<file path="src/rtl/conv_window_fetch_if.sv">
// conv_window_fetch_if
// Bundles every non-clock signal of conv_window_fetch.
//   en                 run enable
//   addr_r0/1/2_in     row window bases from in_addr_gen
//   ch_end_in          channel-end flag from in_addr_gen
//   addr_inc           advance pulse back to in_addr_gen
//   bram_rd_en         shared read enable for the three BRAM ports
//   bram_addr0/1/2     per-port read address
//   bram_dout0/1/2     per-port read data
//   win_valid/ready    window handshake toward the MAC array
//   win_data           3x3 window, pixel (r,c) at [(3r+c)*DATA_W +: DATA_W]
//   win_ch_start       window starts a new channel
//   busy               fetcher is not idle
// Modport slave is the fetcher's view; master is the view of its surroundings.
interface conv_window_fetch_if #(
  parameter int BRAM_ADDR_BIT = 32,
  parameter int DATA_W        = 8
);
  logic                     en;
  logic [BRAM_ADDR_BIT-1:0] addr_r0_in;
  logic [BRAM_ADDR_BIT-1:0] addr_r1_in;
  logic [BRAM_ADDR_BIT-1:0] addr_r2_in;
  logic                     ch_end_in;
  logic                     addr_inc;
  logic                     bram_rd_en;
  logic [BRAM_ADDR_BIT-1:0] bram_addr0;
  logic [BRAM_ADDR_BIT-1:0] bram_addr1;
  logic [BRAM_ADDR_BIT-1:0] bram_addr2;
  logic [DATA_W-1:0]        bram_dout0;
  logic [DATA_W-1:0]        bram_dout1;
  logic [DATA_W-1:0]        bram_dout2;
  logic                     win_valid;
  logic                     win_ready;
  logic [9*DATA_W-1:0]      win_data;
  logic                     win_ch_start;
  logic                     busy;

  modport slave (
    input  en, addr_r0_in, addr_r1_in, addr_r2_in, ch_end_in,
    input  bram_dout0, bram_dout1, bram_dout2, win_ready,
    output addr_inc, bram_rd_en, bram_addr0, bram_addr1, bram_addr2,
    output win_valid, win_data, win_ch_start, busy
  );

  modport master (
    output en, addr_r0_in, addr_r1_in, addr_r2_in, ch_end_in,
    output bram_dout0, bram_dout1, bram_dout2, win_ready,
    input  addr_inc, bram_rd_en, bram_addr0, bram_addr1, bram_addr2,
    input  win_valid, win_data, win_ch_start, busy
  );
endinterface

</file>
<file path="src/rtl/conv_window_fetch.sv">
// conv_window_fetch
// Fetches one 3x3 input-feature window per run: latches the three row bases
// from in_addr_gen, reads three columns from three BRAM ports, assembles the
// window and hands it to the MAC array over a valid/ready handshake. The
// accepting handshake is echoed to in_addr_gen as addr_inc.
// Ports:
//   clk   clock
//   rst   synchronous active-high reset
//   bus   conv_window_fetch_if.slave (address, BRAM and window signals)
module conv_window_fetch #(
  parameter int BRAM_ADDR_BIT = 32,
  parameter int DATA_W        = 8,
  parameter int RD_LAT        = 1
) (
  input logic                 clk,
  input logic                 rst,
  conv_window_fetch_if.slave  bus
);

  localparam logic [1:0] S_IDLE  = 2'd0;
  localparam logic [1:0] S_ISSUE = 2'd1;
  localparam logic [1:0] S_WAIT  = 2'd2;
  localparam logic [1:0] S_OUT   = 2'd3;

  logic [1:0]               state_q;
  logic [1:0]               state_d;
  logic [BRAM_ADDR_BIT-1:0] base_q [3];
  logic [1:0]               col_q;
  logic                     chStart_q;
  logic [9*DATA_W-1:0]      winData_q;
  logic [RD_LAT-1:0]        pipeValid_q;
  logic [1:0]               pipeCol_q [RD_LAT];

  logic [DATA_W-1:0]        dout [3];
  logic                     capValid;
  logic [1:0]               capCol;
  logic                     handshake;

  assign dout[0]   = bus.bram_dout0;
  assign dout[1]   = bus.bram_dout1;
  assign dout[2]   = bus.bram_dout2;

  // The tag at the last pipeline stage lines up with the BRAM data now on dout.
  assign capValid  = pipeValid_q[RD_LAT-1];
  assign capCol    = pipeCol_q[RD_LAT-1];
  assign handshake = (state_q == S_OUT) && bus.win_ready;

  // Next-state logic. WAIT leaves once the last column lands in the window,
  // so OUT starts the cycle after the column-2 capture.
  always_comb begin
    state_d = state_q;
    case (state_q)
      S_IDLE:  if (bus.en) state_d = S_ISSUE;
      S_ISSUE: if (col_q == 2'd2) state_d = S_WAIT;
      S_WAIT:  if (capValid && capCol == 2'd2) state_d = S_OUT;
      S_OUT:   if (bus.win_ready) state_d = S_IDLE;
      default: state_d = S_IDLE;
    endcase
  end

  // Datapath registers. Reset also flushes the read-tag pipeline so that
  // reads issued before a reset never land in a later window.
  always_ff @(posedge clk) begin
    if (rst) begin
      state_q     <= S_IDLE;
      col_q       <= 2'd0;
      chStart_q   <= 1'b0;
      winData_q   <= '0;
      pipeValid_q <= '0;
      for (int r = 0; r < 3; r++) base_q[r] <= '0;
      for (int s = 0; s < RD_LAT; s++) pipeCol_q[s] <= 2'd0;
    end else begin
      state_q <= state_d;

      if (state_q == S_IDLE && bus.en) begin
        base_q[0] <= bus.addr_r0_in;
        base_q[1] <= bus.addr_r1_in;
        base_q[2] <= bus.addr_r2_in;
        chStart_q <= bus.ch_end_in;
        col_q     <= 2'd0;
      end else if (state_q == S_ISSUE) begin
        col_q <= col_q + 2'd1;
      end

      pipeValid_q[0] <= (state_q == S_ISSUE);
      pipeCol_q[0]   <= col_q;
      for (int s = 1; s < RD_LAT; s++) begin
        pipeValid_q[s] <= pipeValid_q[s-1];
        pipeCol_q[s]   <= pipeCol_q[s-1];
      end

      // One column of all three rows is written per returning read.
      if (capValid) begin
        for (int r = 0; r < 3; r++)
          winData_q[(3*r + int'(capCol))*DATA_W +: DATA_W] <= dout[r];
      end
    end
  end

  assign bus.bram_rd_en   = (state_q == S_ISSUE);
  assign bus.bram_addr0   = base_q[0] + BRAM_ADDR_BIT'(col_q);
  assign bus.bram_addr1   = base_q[1] + BRAM_ADDR_BIT'(col_q);
  assign bus.bram_addr2   = base_q[2] + BRAM_ADDR_BIT'(col_q);
  assign bus.win_valid    = (state_q == S_OUT);
  assign bus.addr_inc     = handshake;
  assign bus.win_data     = winData_q;
  assign bus.win_ch_start = chStart_q;
  assign bus.busy         = (state_q != S_IDLE);

endmodule
</file>
<file path="src/flat_wrapper.sv">
// flat-port wrapper written by rule: the top's interface ports become plain ports
module conv_window_fetch_flat 
#(
  parameter int BRAM_ADDR_BIT = 32,
  parameter int DATA_W        = 8,
  parameter int RD_LAT        = 1
)
  (clk, rst, bus_en, bus_addr_r0_in, bus_addr_r1_in, bus_addr_r2_in, bus_ch_end_in, bus_bram_dout0, bus_bram_dout1, bus_bram_dout2, bus_win_ready, bus_addr_inc, bus_bram_rd_en, bus_bram_addr0, bus_bram_addr1, bus_bram_addr2, bus_win_valid, bus_win_data, bus_win_ch_start, bus_busy);
  conv_window_fetch_if #(.BRAM_ADDR_BIT(BRAM_ADDR_BIT), .DATA_W(DATA_W)) bus_i ();
  input logic clk;
  input logic rst;
  input wire logic [$bits(bus_i.en)-1:0] bus_en;
  input wire logic [$bits(bus_i.addr_r0_in)-1:0] bus_addr_r0_in;
  input wire logic [$bits(bus_i.addr_r1_in)-1:0] bus_addr_r1_in;
  input wire logic [$bits(bus_i.addr_r2_in)-1:0] bus_addr_r2_in;
  input wire logic [$bits(bus_i.ch_end_in)-1:0] bus_ch_end_in;
  input wire logic [$bits(bus_i.bram_dout0)-1:0] bus_bram_dout0;
  input wire logic [$bits(bus_i.bram_dout1)-1:0] bus_bram_dout1;
  input wire logic [$bits(bus_i.bram_dout2)-1:0] bus_bram_dout2;
  input wire logic [$bits(bus_i.win_ready)-1:0] bus_win_ready;
  output wire logic [$bits(bus_i.addr_inc)-1:0] bus_addr_inc;
  output wire logic [$bits(bus_i.bram_rd_en)-1:0] bus_bram_rd_en;
  output wire logic [$bits(bus_i.bram_addr0)-1:0] bus_bram_addr0;
  output wire logic [$bits(bus_i.bram_addr1)-1:0] bus_bram_addr1;
  output wire logic [$bits(bus_i.bram_addr2)-1:0] bus_bram_addr2;
  output wire logic [$bits(bus_i.win_valid)-1:0] bus_win_valid;
  output wire logic [$bits(bus_i.win_data)-1:0] bus_win_data;
  output wire logic [$bits(bus_i.win_ch_start)-1:0] bus_win_ch_start;
  output wire logic [$bits(bus_i.busy)-1:0] bus_busy;
  assign bus_i.en = bus_en;
  assign bus_i.addr_r0_in = bus_addr_r0_in;
  assign bus_i.addr_r1_in = bus_addr_r1_in;
  assign bus_i.addr_r2_in = bus_addr_r2_in;
  assign bus_i.ch_end_in = bus_ch_end_in;
  assign bus_i.bram_dout0 = bus_bram_dout0;
  assign bus_i.bram_dout1 = bus_bram_dout1;
  assign bus_i.bram_dout2 = bus_bram_dout2;
  assign bus_i.win_ready = bus_win_ready;
  assign bus_addr_inc = bus_i.addr_inc;
  assign bus_bram_rd_en = bus_i.bram_rd_en;
  assign bus_bram_addr0 = bus_i.bram_addr0;
  assign bus_bram_addr1 = bus_i.bram_addr1;
  assign bus_bram_addr2 = bus_i.bram_addr2;
  assign bus_win_valid = bus_i.win_valid;
  assign bus_win_data = bus_i.win_data;
  assign bus_win_ch_start = bus_i.win_ch_start;
  assign bus_busy = bus_i.busy;
  conv_window_fetch #(.BRAM_ADDR_BIT(BRAM_ADDR_BIT), .DATA_W(DATA_W), .RD_LAT(RD_LAT)) u_core (.clk(clk), .rst(rst), .bus(bus_i));
endmodule
</file>
<file path="config.mk">
export PLATFORM = sky130hd
export DESIGN_NAME = conv_window_fetch_flat
export DESIGN_NICKNAME = d
export VERILOG_FILES = /design/src/rtl/conv_window_fetch_if.sv /design/src/rtl/conv_window_fetch.sv /design/src/flat_wrapper.sv
export SDC_FILE = /design/constraint.sdc
export NUM_CORES = 1
export LEC_CHECK = 0
export BUFFER_PORTS_ARGS = -buffer_cell sky130_fd_sc_hd__buf_2
export CAP_MARGIN = 30
export CORE_MARGIN = 2
export CORE_UTILIZATION = 32
export DETAILED_ROUTE_END_ITERATION = 16
export GPL_TIMING_DRIVEN = 0
export PLACE_DENSITY_LB_ADDON = 0.05
export RECOVER_POWER = 25
export REMOVE_ABC_BUFFERS = 1
export SETUP_SLACK_MARGIN = 0.4
export SLEW_MARGIN = 20
export SYNTH_ARGS = -nofsm -noshare
export SYNTH_HDL_FRONTEND = slang
export SYNTH_SLANG_ARGS = --single-unit
</file>
<file path="constraint.sdc">
create_clock -name clk -period 3.1 [get_ports clk]
set_input_delay 0.31 -clock clk [delete_from_list [all_inputs] [get_ports clk]]
set_output_delay 0.31 -clock clk [all_outputs]
set_load 0.005 [all_outputs]
</file>
[Word level (Yosys, flattened, before mapping)]
Memories as Yosys holds them, arrays and structs flattened.
Index checks and enable logic that the tools add are counted.
W data, S select, Z words.
Operators by class
  add/sub/neg operators: 9
  multipliers: 0
  divide/modulo/power cells: 0
  $lt $le $gt $ge: 0
  eq/ne operators: 9
  shift-type cells: 6
  muxes and demuxes: 19
  bitwise operators: 3
  reduce and logical (&&, ||, !) cells: 8
Operators by type and width (count)
  $bwmux W72: 3
  $shift A8 B33 Y72 const A: 3
  $shiftx A8 B33 Y72: 3
  $add A32 B2 Y32: 3
  $mux W32: 3
  $neg A32 Y33: 2
  $neg A5 Y33: 1
  $mux W2: 5
  $eq A2 B2 Y1 const B: 4
  $pmux W2 S4: 1
  $mux W1: 7
  $add A3 B2 Y4 const A: 1
  $ne A2 B1 Y1 const B: 2
  $ne A2 B2 Y1 const B: 2
  $reduce_and A4 Y1: 1
  $reduce_or A2 Y1: 2
  $add A2 B2 Y3 const A: 1
  $logic_and A1 B1 Y1: 3
  $or A1 B1 Y1: 3
  $add A2 B1 Y2 const B: 1
  $eq A2 B1 Y1 const B: 1
  $logic_not A2 Y1: 1
  $reduce_bool A2 Y1: 1
Word-level totals
  bits in registers: 78
  latch bits: 0
  memory bits (writable): 98
  memory bits (read-only): 0
  input port bits: 125
  output and inout bits: 173
  logic and storage cells: 61
  memories: 2
Memories
  u_core.base_q: words 3, bits a word 32, read ports 3, clocked after memory_dff 0, wr ports 3, RTL line conv_window_fetch.sv:27  | logic [BRAM_ADDR_BIT-1:0] base_q [3];
  u_core.pipeCol_q: words 1, bits a word 2, read ports 1, clocked after memory_dff 0, wr ports 1, RTL line conv_window_fetch.sv:32  | logic [1:0] pipeCol_q [RD_LAT];

[Depth between registers and ports, before layout]
  depth after elaboration: 6
  depth in mapped cells: 10
  gate-level depth less buffers: 7

[Worst setup path before layout]
No wires, ideal clock.
  path kind: input-to-reg
  start point: in rst
  end point: mem u_core.base_q[0][0], enable pin
  library setup time: 460 ps
  arrival: 2827 ps
  data required time: 2640 ps
  path slack: -186 ps
  stages on the path: 3
  buffers on the path: 1
  cells stage by stage: clkbuf_1 -> clkinv_1 -> nand2_1
RTL lines
  from (decl): RTL line flat_wrapper.sv:11  | input logic rst;
  to (decl): RTL line conv_window_fetch.sv:27

[Worst setup path in the final report]
  start point: reg u_core.col_q[0]
  end point: out bus_bram_addr0[12]
Between the ends
  cells in the longest elaborated chain, start to end: 1
Ends and longest elaborated chain
  from (decl): RTL line conv_window_fetch.sv:28  | logic [1:0] col_q;
  from (signal assigned): RTL line conv_window_fetch.sv:82  | col_q <= col_q + 2'd1;
  $add A32 B2 Y32: RTL line conv_window_fetch.sv:101  | assign bus.bram_addr0 = base_q[0] + BRAM_ADDR_BIT'(col_q);
  to (decl): RTL line flat_wrapper.sv:23  | output wire logic [$bits(bus_i.bram_addr0)-1:0] bus_bram_addr0;
Every way passes these cells.

==> results.cfg <==
[grt]
grt-ovfl-total = 0
grt_pass1_vias = 7650
grt_first_pass_wirelength_microns = 44700
antenna_found_initial = 2
grt_max_degree = 71
track_usage = 0.190

[die]
die_h_microns = 175
core-area_sq_um = 28800
die_x_microns = 175
ios = 298
fp-row-count = 62
die_area_sq_um = 30700
start_util = 0.325

[critical_path]
rr_worst_depth = 6
cpPeakStageDelay_ps = 380
crit_start = u_core.col_q[0]
cp_data_required_time_ps = 2790
worstReg2RegStart = u_core.pipeCol_q[0][1]
cp_cell_sequence = ha_2 > inv_2 > fa_2 > and4b_2 > buf_6 > buf_6 > buf_6 > and3_4 > nand3_2 > xnor2_1 > buf_2
slowest_stage = dfxtp_1
end_kind = primary output
path_common_cell = buf_6
critPathMaxFanout = 3
path_class = flip-flop to primary output
cp_data_arrival_time_ps = 2600
crit_path_start_kind = flip-flop

[timing]
max_slew.worst_pin.slew_ps = 1350
relSlewSlack = 0.100
finalSetupViolCount = 0
hold_viol_final = 0
grt_setup_unrepaired = yes
finClkSkew_ps = 12.2
finalCritPeriodShare = 0.938
max_freq_mhz = 344
tns_ps = 0
period_needed_ps = 2910
slew_violations = 0

[place]
place_congestion = 0.769
port_buffers = 297
dp_hpwl_microns = 21300
place_area_sq_um = 11300

[synthesis]
ys.flop_type = edfxtp_1
ys_seq_elements = 176
syn_inst = 925
yosysTopAreaCell = edfxtp_1
synth-edff-count = 96
synth.top_cell.area_share = 0.308
ys_top_cells_by_count = 103 x and2_1, 96 x edfxtp_1, 80 x dfxtp_1
ys_seq_area_frac = 0.479
synth-async-reset-ratio = 0
synth_most_common_cell = and2_1
syn_area_sq_um = 9370
synth_cell_types = 54
yosys_warnings = 0
syn_area_per_cell_sq_um = 10.1
synth.area.top_cells = edfxtp_1 31%, dfxtp_1 17%, and2_1 6.9%

[drt]
avgRoutedWirePerCell_microns = 18.5
top_layer = met4
vias = 8186
routed-wl-met2_microns = 15000
routed_wl_microns = 30300
m1WireLength_microns = 12700
final_antenna_net_count = 0
drc_errors = 0
vias_per_cell = 4.99
first_pass_iters = 5
met3_length_microns = 2330
drtIter0Drc = 447

[final_layout]
drive_gt1_frac = 0.325
syn_to_final_growth_pct = 35.1
finish.net_count = 1390
final_cell_area_sq_um = 12700
final_core_util = 0.440

[clock_network]
cts_buffer_depth = 2
cts_htree_levels = 4
clkTransAtPathRegs_ps = 80
cts_buffers = 17
root_buffer = clkbuf_16
cts_tree = done
cts.sinks = 176
hold_buffers = 0
clock_latency_ps = 430

[status]
status = complete, no violations

[min_path]
hold_start = bus_ch_end_in
holdPathStages = 3
hp-class = input pin to flip-flop

[power_and_ir_drop]
p_leak_nw = 5.23
vdd_ir_drop_max_uv = 305
powerDensity_nw_per_um2 = 619

[job]
cap_violations = 0
## state kept, by name (all words and copies together) (netlist names)
name                     cells
u_core.base_q               96
u_core.bus.win_ch_start      1
u_core.bus.win_data         72
u_core.capValid              1
u_core.col_q                 2
u_core.pipeCol_q             2
u_core.state_q               2
## stage by stage
| step | std cells | hold slack [ps] | power (mW) | worst slack, ps |
|---|---|---|---|---|
| 2_1_floorplan | 874 | 372 | 4.53 | -222 |
| 3_3_place_gp | 1555 | 437 | 5.55 | -2800 |
| 3_5_place_dp | 1562 | 441 | 5.56 | -1230 |
| 4_1_cts | 1615 | 49.8 | 7.86 | 201 |
| 5_1_grt | 1638 | 102 | 8.31 | 82.9 |
| 6_report | 1640 | 75.4 | 7.83 | 192 |
## path summary, 6_finish.rpt
path	endpoint	slack, ps
min	u_core.bus.win_ch_start	80
max reg2reg	u_core.bus.win_data[53]	540
max	bus_bram_addr0[12]	190
min reg2reg	u_core.bus.win_data[69]	450
## timing repair
item	4_1_cts	5_1_grt
gates cloned	0	2
setup buffers	21	21
gates resized for setup	39	48
pin swaps	15	31
setup endpoints to repair	139	84
## power breakdown
part	internal [mW]	leakage [nW]	switching, mW
Clock	1.13	0.286	1.04
Combinational	1.02	3.26	1.27
Sequential	2.99	1.68	0.371
Total	5.15	5.23	2.68
## per-layer routing
| metal | vias up | GRT usage |
|---|---|---|
| met4 | 0 | 0.0444 |
| met2 | 264 | 0.319 |
| met5 | - | 0 |
| met1 | 3885 | 0.242 |
| met3 | 15 | 0.0540 |
| li1 | 4022 | - |
## kinds of logic (layout without fill, tap and decap cells)
family	after synthesis	count (layout)	synth area share
and+or+nand+nor	411	411	0.262
DFF	176	176	0.479
AOI/OAI and AO/OA	150	150	0.109
xor gates and xnor gates	91	91	0.0851
buffers and inverters	72	401	0.0297
adders and majority gates	24	24	0.0345
muxes	1	1	0.00107
other	0	2	0
## area by class of cell
cell class	instances	area, sq um
multi-input combinational	677	4990
sequential	176	4490
timing repair buffer	348	2030
tap	384	480
antenna	2	5.00
clock buffer	19	464
clock inverter	13	113
inverter	21	83.8
fill	2904	16100
## layout by cell type (no fill, tap or decap), drive strengths merged, types with 3 or more instances in the layout
cell type  instances
a211oi            31
a21oi             26
a221oi             5
a22oi             39
a31oi              3
a32oi              7
and2             104
and3              15
and3b              3
and4              20
and4b              9
buf              306
clkbuf            61
clkinv             5
dfxtp             80
edfxtp            96
fa                 3
ha                21
inv               28
nand2             50
nand2b             4
nand3             36
nand3b             4
nand4             27
nand4b             3
nor2              78
nor2b              6
nor3              14
nor4              15
nor4b             19
o21ai             26
o41ai              5
xnor2             63
xor2              28
## critical path, delay by kind of cell, from the launching register on
family | cells | cell delay, ps
simple gates | 3 | 640
fa+ha+maj | 2 | 540
buf+inv | 5 | 470
flops | 1 | 380
xor+xnor | 1 | 130
Power figures use the tool's default switching activity.
